<file path="config.mk">
export PLATFORM = sky130hd
export DESIGN_NAME = seg7_scan_controller
export DESIGN_NICKNAME = d
export VERILOG_FILES = /design/src/rtl/seg7_scan_controller.sv
export SDC_FILE = /design/constraint.sdc
export NUM_CORES = 1
export LEC_CHECK = 0
export ABC_AREA = 1
export CAP_MARGIN = 20
export CORE_ASPECT_RATIO = 0.8
export CORE_MARGIN = 5
export CORE_UTILIZATION = 30
export DETAILED_ROUTE_END_ITERATION = 10
export DONT_BUFFER_PORTS = 1
export PLACE_DENSITY = 0.45
export SYNTH_ARGS = -nofsm -noshare
export SYNTH_HDL_FRONTEND = slang
export SYNTH_SLANG_ARGS = --single-unit
</file>
<file path="constraint.sdc">
create_clock -name clk -period 5.95 [get_ports clk]
set_input_delay 1.4875 -clock clk [delete_from_list [all_inputs] [get_ports clk]]
set_output_delay 1.4875 -clock clk [all_outputs]
set_load 0.02 [all_outputs]
</file>
<file path="src/rtl/seg7_scan_controller.sv">
// Time-multiplexed scan controller for an 8-digit common-anode 7-segment display.
// Each digit slot is a blanking guard phase followed by a drive phase; all outputs are registered.
module seg7_scan_controller #(
  parameter bit          simulate        = 1'b0,
  parameter int unsigned REFRESH_CNT     = 99_999,
  parameter int unsigned SIM_REFRESH_CNT = 4,
  parameter int unsigned GUARD_CYCLES    = 2
) (
  input  logic       clk,
  input  logic       reset,
  input  logic [4:0] digit0,
  input  logic [4:0] digit1,
  input  logic [4:0] digit2,
  input  logic [4:0] digit3,
  input  logic [4:0] digit4,
  input  logic [4:0] digit5,
  input  logic [4:0] digit6,
  input  logic [4:0] digit7,
  input  logic [7:0] dp_in,
  input  logic [7:0] digit_en,
  output logic [7:0] an,
  output logic [6:0] seg,
  output logic       dp,
  output logic       frame_tick
);

  localparam int unsigned N          = simulate ? SIM_REFRESH_CNT : REFRESH_CNT;
  localparam logic [16:0] DRIVE_LAST = 17'(N);
  localparam logic [16:0] GUARD_LAST = 17'(GUARD_CYCLES - 1);

  typedef enum logic {GUARD, DRIVE} state_t;

  state_t      state, state_n;
  logic [2:0]  idx, idx_n;
  logic [16:0] cnt, cnt_n;
  logic        run;
  logic [7:0]  an_n;
  logic [6:0]  seg_n;
  logic        dp_n, tick_n;
  logic [4:0]  code_sel;
  logic        dp_sel, en_sel;

  function automatic logic [6:0] decode(input logic [4:0] code);
    case (code)
      5'd0:    return 7'h40;
      5'd1:    return 7'h79;
      5'd2:    return 7'h24;
      5'd3:    return 7'h30;
      5'd4:    return 7'h19;
      5'd5:    return 7'h12;
      5'd6:    return 7'h02;
      5'd7:    return 7'h78;
      5'd8:    return 7'h00;
      5'd9:    return 7'h10;
      5'd10:   return 7'h08;
      5'd11:   return 7'h03;
      5'd12:   return 7'h46;
      5'd13:   return 7'h21;
      5'd14:   return 7'h06;
      5'd15:   return 7'h0E;
      5'd16:   return 7'h7E;
      5'd17:   return 7'h7D;
      5'd18:   return 7'h7B;
      5'd19:   return 7'h77;
      5'd20:   return 7'h6F;
      5'd21:   return 7'h5F;
      5'd22:   return 7'h3F;
      default: return 7'h7F;
    endcase
  endfunction

  always_comb begin
    code_sel = digit0;
    case (idx)
      3'd0:    code_sel = digit0;
      3'd1:    code_sel = digit1;
      3'd2:    code_sel = digit2;
      3'd3:    code_sel = digit3;
      3'd4:    code_sel = digit4;
      3'd5:    code_sel = digit5;
      3'd6:    code_sel = digit6;
      default: code_sel = digit7;
    endcase
    dp_sel = dp_in[idx];
    en_sel = digit_en[idx];
  end

  // The output registers themselves hold the digit captured at the GUARD->DRIVE edge.
  always_comb begin
    state_n = state;
    idx_n   = idx;
    cnt_n   = cnt + 17'd1;
    an_n    = an;
    seg_n   = seg;
    dp_n    = dp;
    tick_n  = 1'b0;
    if (!run) begin
      // First cycle out of reset is the entry into GUARD for digit 0.
      cnt_n  = '0;
      tick_n = 1'b1;
    end else begin
      case (state)
        GUARD: begin
          if (cnt == GUARD_LAST) begin
            state_n = DRIVE;
            cnt_n   = '0;
            if (en_sel) begin
              an_n  = ~(8'b1 << idx);
              seg_n = decode(code_sel);
              dp_n  = ~dp_sel;
            end
          end
        end
        DRIVE: begin
          if (cnt == DRIVE_LAST) begin
            state_n = GUARD;
            cnt_n   = '0;
            idx_n   = idx + 3'd1;
            an_n    = '1;
            seg_n   = '1;
            dp_n    = 1'b1;
            tick_n  = (idx == 3'd7);
          end
        end
        default: state_n = GUARD;
      endcase
    end
  end

  always_ff @(posedge clk) begin
    if (reset) begin
      state      <= GUARD;
      idx        <= '0;
      cnt        <= '0;
      run        <= 1'b0;
      an         <= '1;
      seg        <= '1;
      dp         <= 1'b1;
      frame_tick <= 1'b0;
    end else begin
      state      <= state_n;
      idx        <= idx_n;
      cnt        <= cnt_n;
      run        <= 1'b1;
      an         <= an_n;
      seg        <= seg_n;
      dp         <= dp_n;
      frame_tick <= tick_n;
    end
  end

endmodule

</file>
==> run_results.csv <==
group,metric,value,unit
grt,grt_pass1_wl,13000,µm
grt,grt_pass1_vias,2560,
grt,grt_antenna_before_repair,0,
sta,relSlewSlack,52.1,%
grt,grt-ovfl-total,0,
synth,synth_edf_count,0,
power,peakVddDrop,0.0000956,V
sta,post-route-min-period,3.01,ns
cells_and_area,multiInputGateArea,0.00188,mm²
setup_path,cp.required,6.17,ns
synth,synth_area_leader_cell,"dfxtp_1",
clock_network,cts_buffers,5,
clock_network,clkLatencyLatePin,0.28,ns
drt,drt-initial-drc-count,165,
drt,firstDrtPassIters,4,
job,maxCapViolations,0,
synth,syn_inst,453,
clock_network,htreeDepth,2,
clock_network,cts_sinks,39,
synth,ys_seq_area_share,26.4,%
sta,setup_viol_count_final,0,
cells_and_area,final_cell_mix,"nand2_1, nor2_1, nand3_1, inv_1, dfxtp_1",
synth,ys_top_cells_by_area,"dfxtp_1, nand2_1, nand3_1, nor2_1, ha_1",
synth,synth_cell_types,39,
power,total_power,0.000637,W
floorplan,die_w,121,µm
hold_path,hold_class,"reg -> reg",
sta,holdWs,0.463,ns
setup_path,startpoint_type,"flop",
synth,synth_top_area_share,26.4,%
drt,drcViolationCount,0,
cells_and_area,nFillCells,1058,
setup_path,critical_path_class,"reg -> reg",
placed_design,hpwl,6500,µm
clock_network,postCtsResizedCells,0,
cells_and_area,area_growth,8.38,%
clock_network,ctsHoldBuffers,0,
setup_path,end_kind,"flop",
clock_network,cts-root-buf,"clkbuf_16",
sta,maxSlewViolCount,0,
synth,syn_area,0.00296,mm²
sta,min_period_over_period,50.6,%
outcome,status,"complete, no violations",
placed_design,port_buffers,0,
synth,syn-num-nets,527,
drt,drt-vias-per-instance,4.74,
clock_network,cts_tree,"done",
sta,finalClockSkew,0.00926,ns
placed_design,gp_congestion,0.909,
sta,hold_viol,0,
cells_and_area,fin_nets,521,
setup_path,crit_arrival,3.23,ns
cells_and_area,layout-drive-gt1-share,12.7,%
drt,drt_wl_total,8070,µm
floorplan,ios,75,
clock_network,clockBufferDepth,2,
grt,grt_usage,13.5,%
sta,tns,0,ns
synth,syn_avg_cell_area,6.52,µm²
clock_network,post_cts_buffers,0,
placed_design,pre_cts_ws,2.87,ns
drt,wl_per_cell,13.8,µm
grt,grt_max_degree,27,
power,p_leak,1.45,nW
cells_and_area,n_antenna_cell,0,
sta,layout_setup_ws,2.94,ns
floorplan,coreArea,0.00965,mm²
floorplan,die_area,0.0119,mm²
synth,ys.flop_type,"dfxtp_1",
sta,tightest_slew,0.717,ns
synth,ys_ff_latch,39,
setup_path,cp_max_fo,20,
sta,rsz0062_at_grt,"no",
synth,yosys_warnings,0,
floorplan,die_y,98.8,µm
drt,detail-route-antenna-nets,0,
cells_and_area,final_common_cell,"nand2_1",
floorplan,start_util,30.6,%
power,p_per_area,199,mW/mm²
synth,synthArstFlopShare,0,%
floorplan,fp-row-count,32,
cells_and_area,seq_area,781,µm²
sta,fmax,0.332,GHz
clock_network,clk_pin_slew,0.06,ns
drt,vias,2771,
## worst max-delay path: stages (launching register included)
cell and delay, ns:
dfxtp_1 0.78, inv_4 0.21, ha_1 0.36, nand2_1 0.10, nand2_1 0.05, nor2_1 0.18, nand3_1 0.26, inv_1 0.22
ha_1 0.23, nand4_1 0.13, a21oi_1 0.14, nand2_1 0.08, nand2_1 0.07, nand2_1 0.05, nand2_1 0.07
## per-stage QoR
step | utilization, % | cell area (µm²) | std cells
finish | 33.2 | 3200 | 584
global placement | 31.4 | 3030 | 576
CTS | 33.2 | 3200 | 584
global route | 33.2 | 3200 | 584
detailed placement | 31.4 | 3030 | 576
floorplan | - | 2960 | 453
## where the power goes
group	internal, W	switching, W	total [W]
Sequential	0.000267	0.0000105	0.000277
Combinational	0.0000200	0.0000370	0.0000570
Clock	0.000198	0.000105	0.000302
## final cells by class
cell class              count  share of cell area [%]
multi-input cells         348                    58.7
flip-flops and latches     39                    24.4
inverters                  53                    6.29
clock inverters             3                    1.37
well taps                 136                    5.31
clock buffers               5                    3.91
## state kept, by name (all words and copies together) (netlist names)
signal      count
cnt            17
an              8
seg             7
idx             3
dp              1
frame_tick      1
run             1
state           1
## path summary, 6_finish.rpt
kind	start	end	slack, ns	cells after the start
max	idx[2]	seg[4]	2.94	14
min	cnt[0]	cnt[0]	0.46	1
max reg2reg	idx[2]	seg[4]	2.94	14
min reg2reg	cnt[0]	cnt[0]	0.46	1
## cell usage after synthesis (4+ instances only)
cell	count
xor2_1	4
nand3_1	48
nor2_2	10
inv_1	45
nand4_1	10
o21ai_1	11
nor3_1	8
ha_1	16
o21ai_0	7
nand2_1	105
buf_6	4
buf_2	4
nand2_2	13
dfxtp_1	39
nor2_4	5
inv_2	7
nor2_1	58
a21oi_1	25
## kinds of logic after synthesis
group	after synthesis	synth area share, %
compound gates	54	10.1
fa+ha+maj	16	6.77
xor+xnor	6	1.78
buf+inv	66	9.91
flops	39	26.4
simple gates	272	45.0
## per-layer routing
layer | wire [µm] | global-route usage, % | vias up
li1 | - | - | 1449
met1 | 3910 | 19.2 | 1234
met2 | 3330 | 19.1 | 82
met3 | 745 | 5.51 | 6
met4 | 80 | 2.96 | 0
met5 | 0 | 0 | -
No activity file was read; power rests on OpenSTA's default activity.
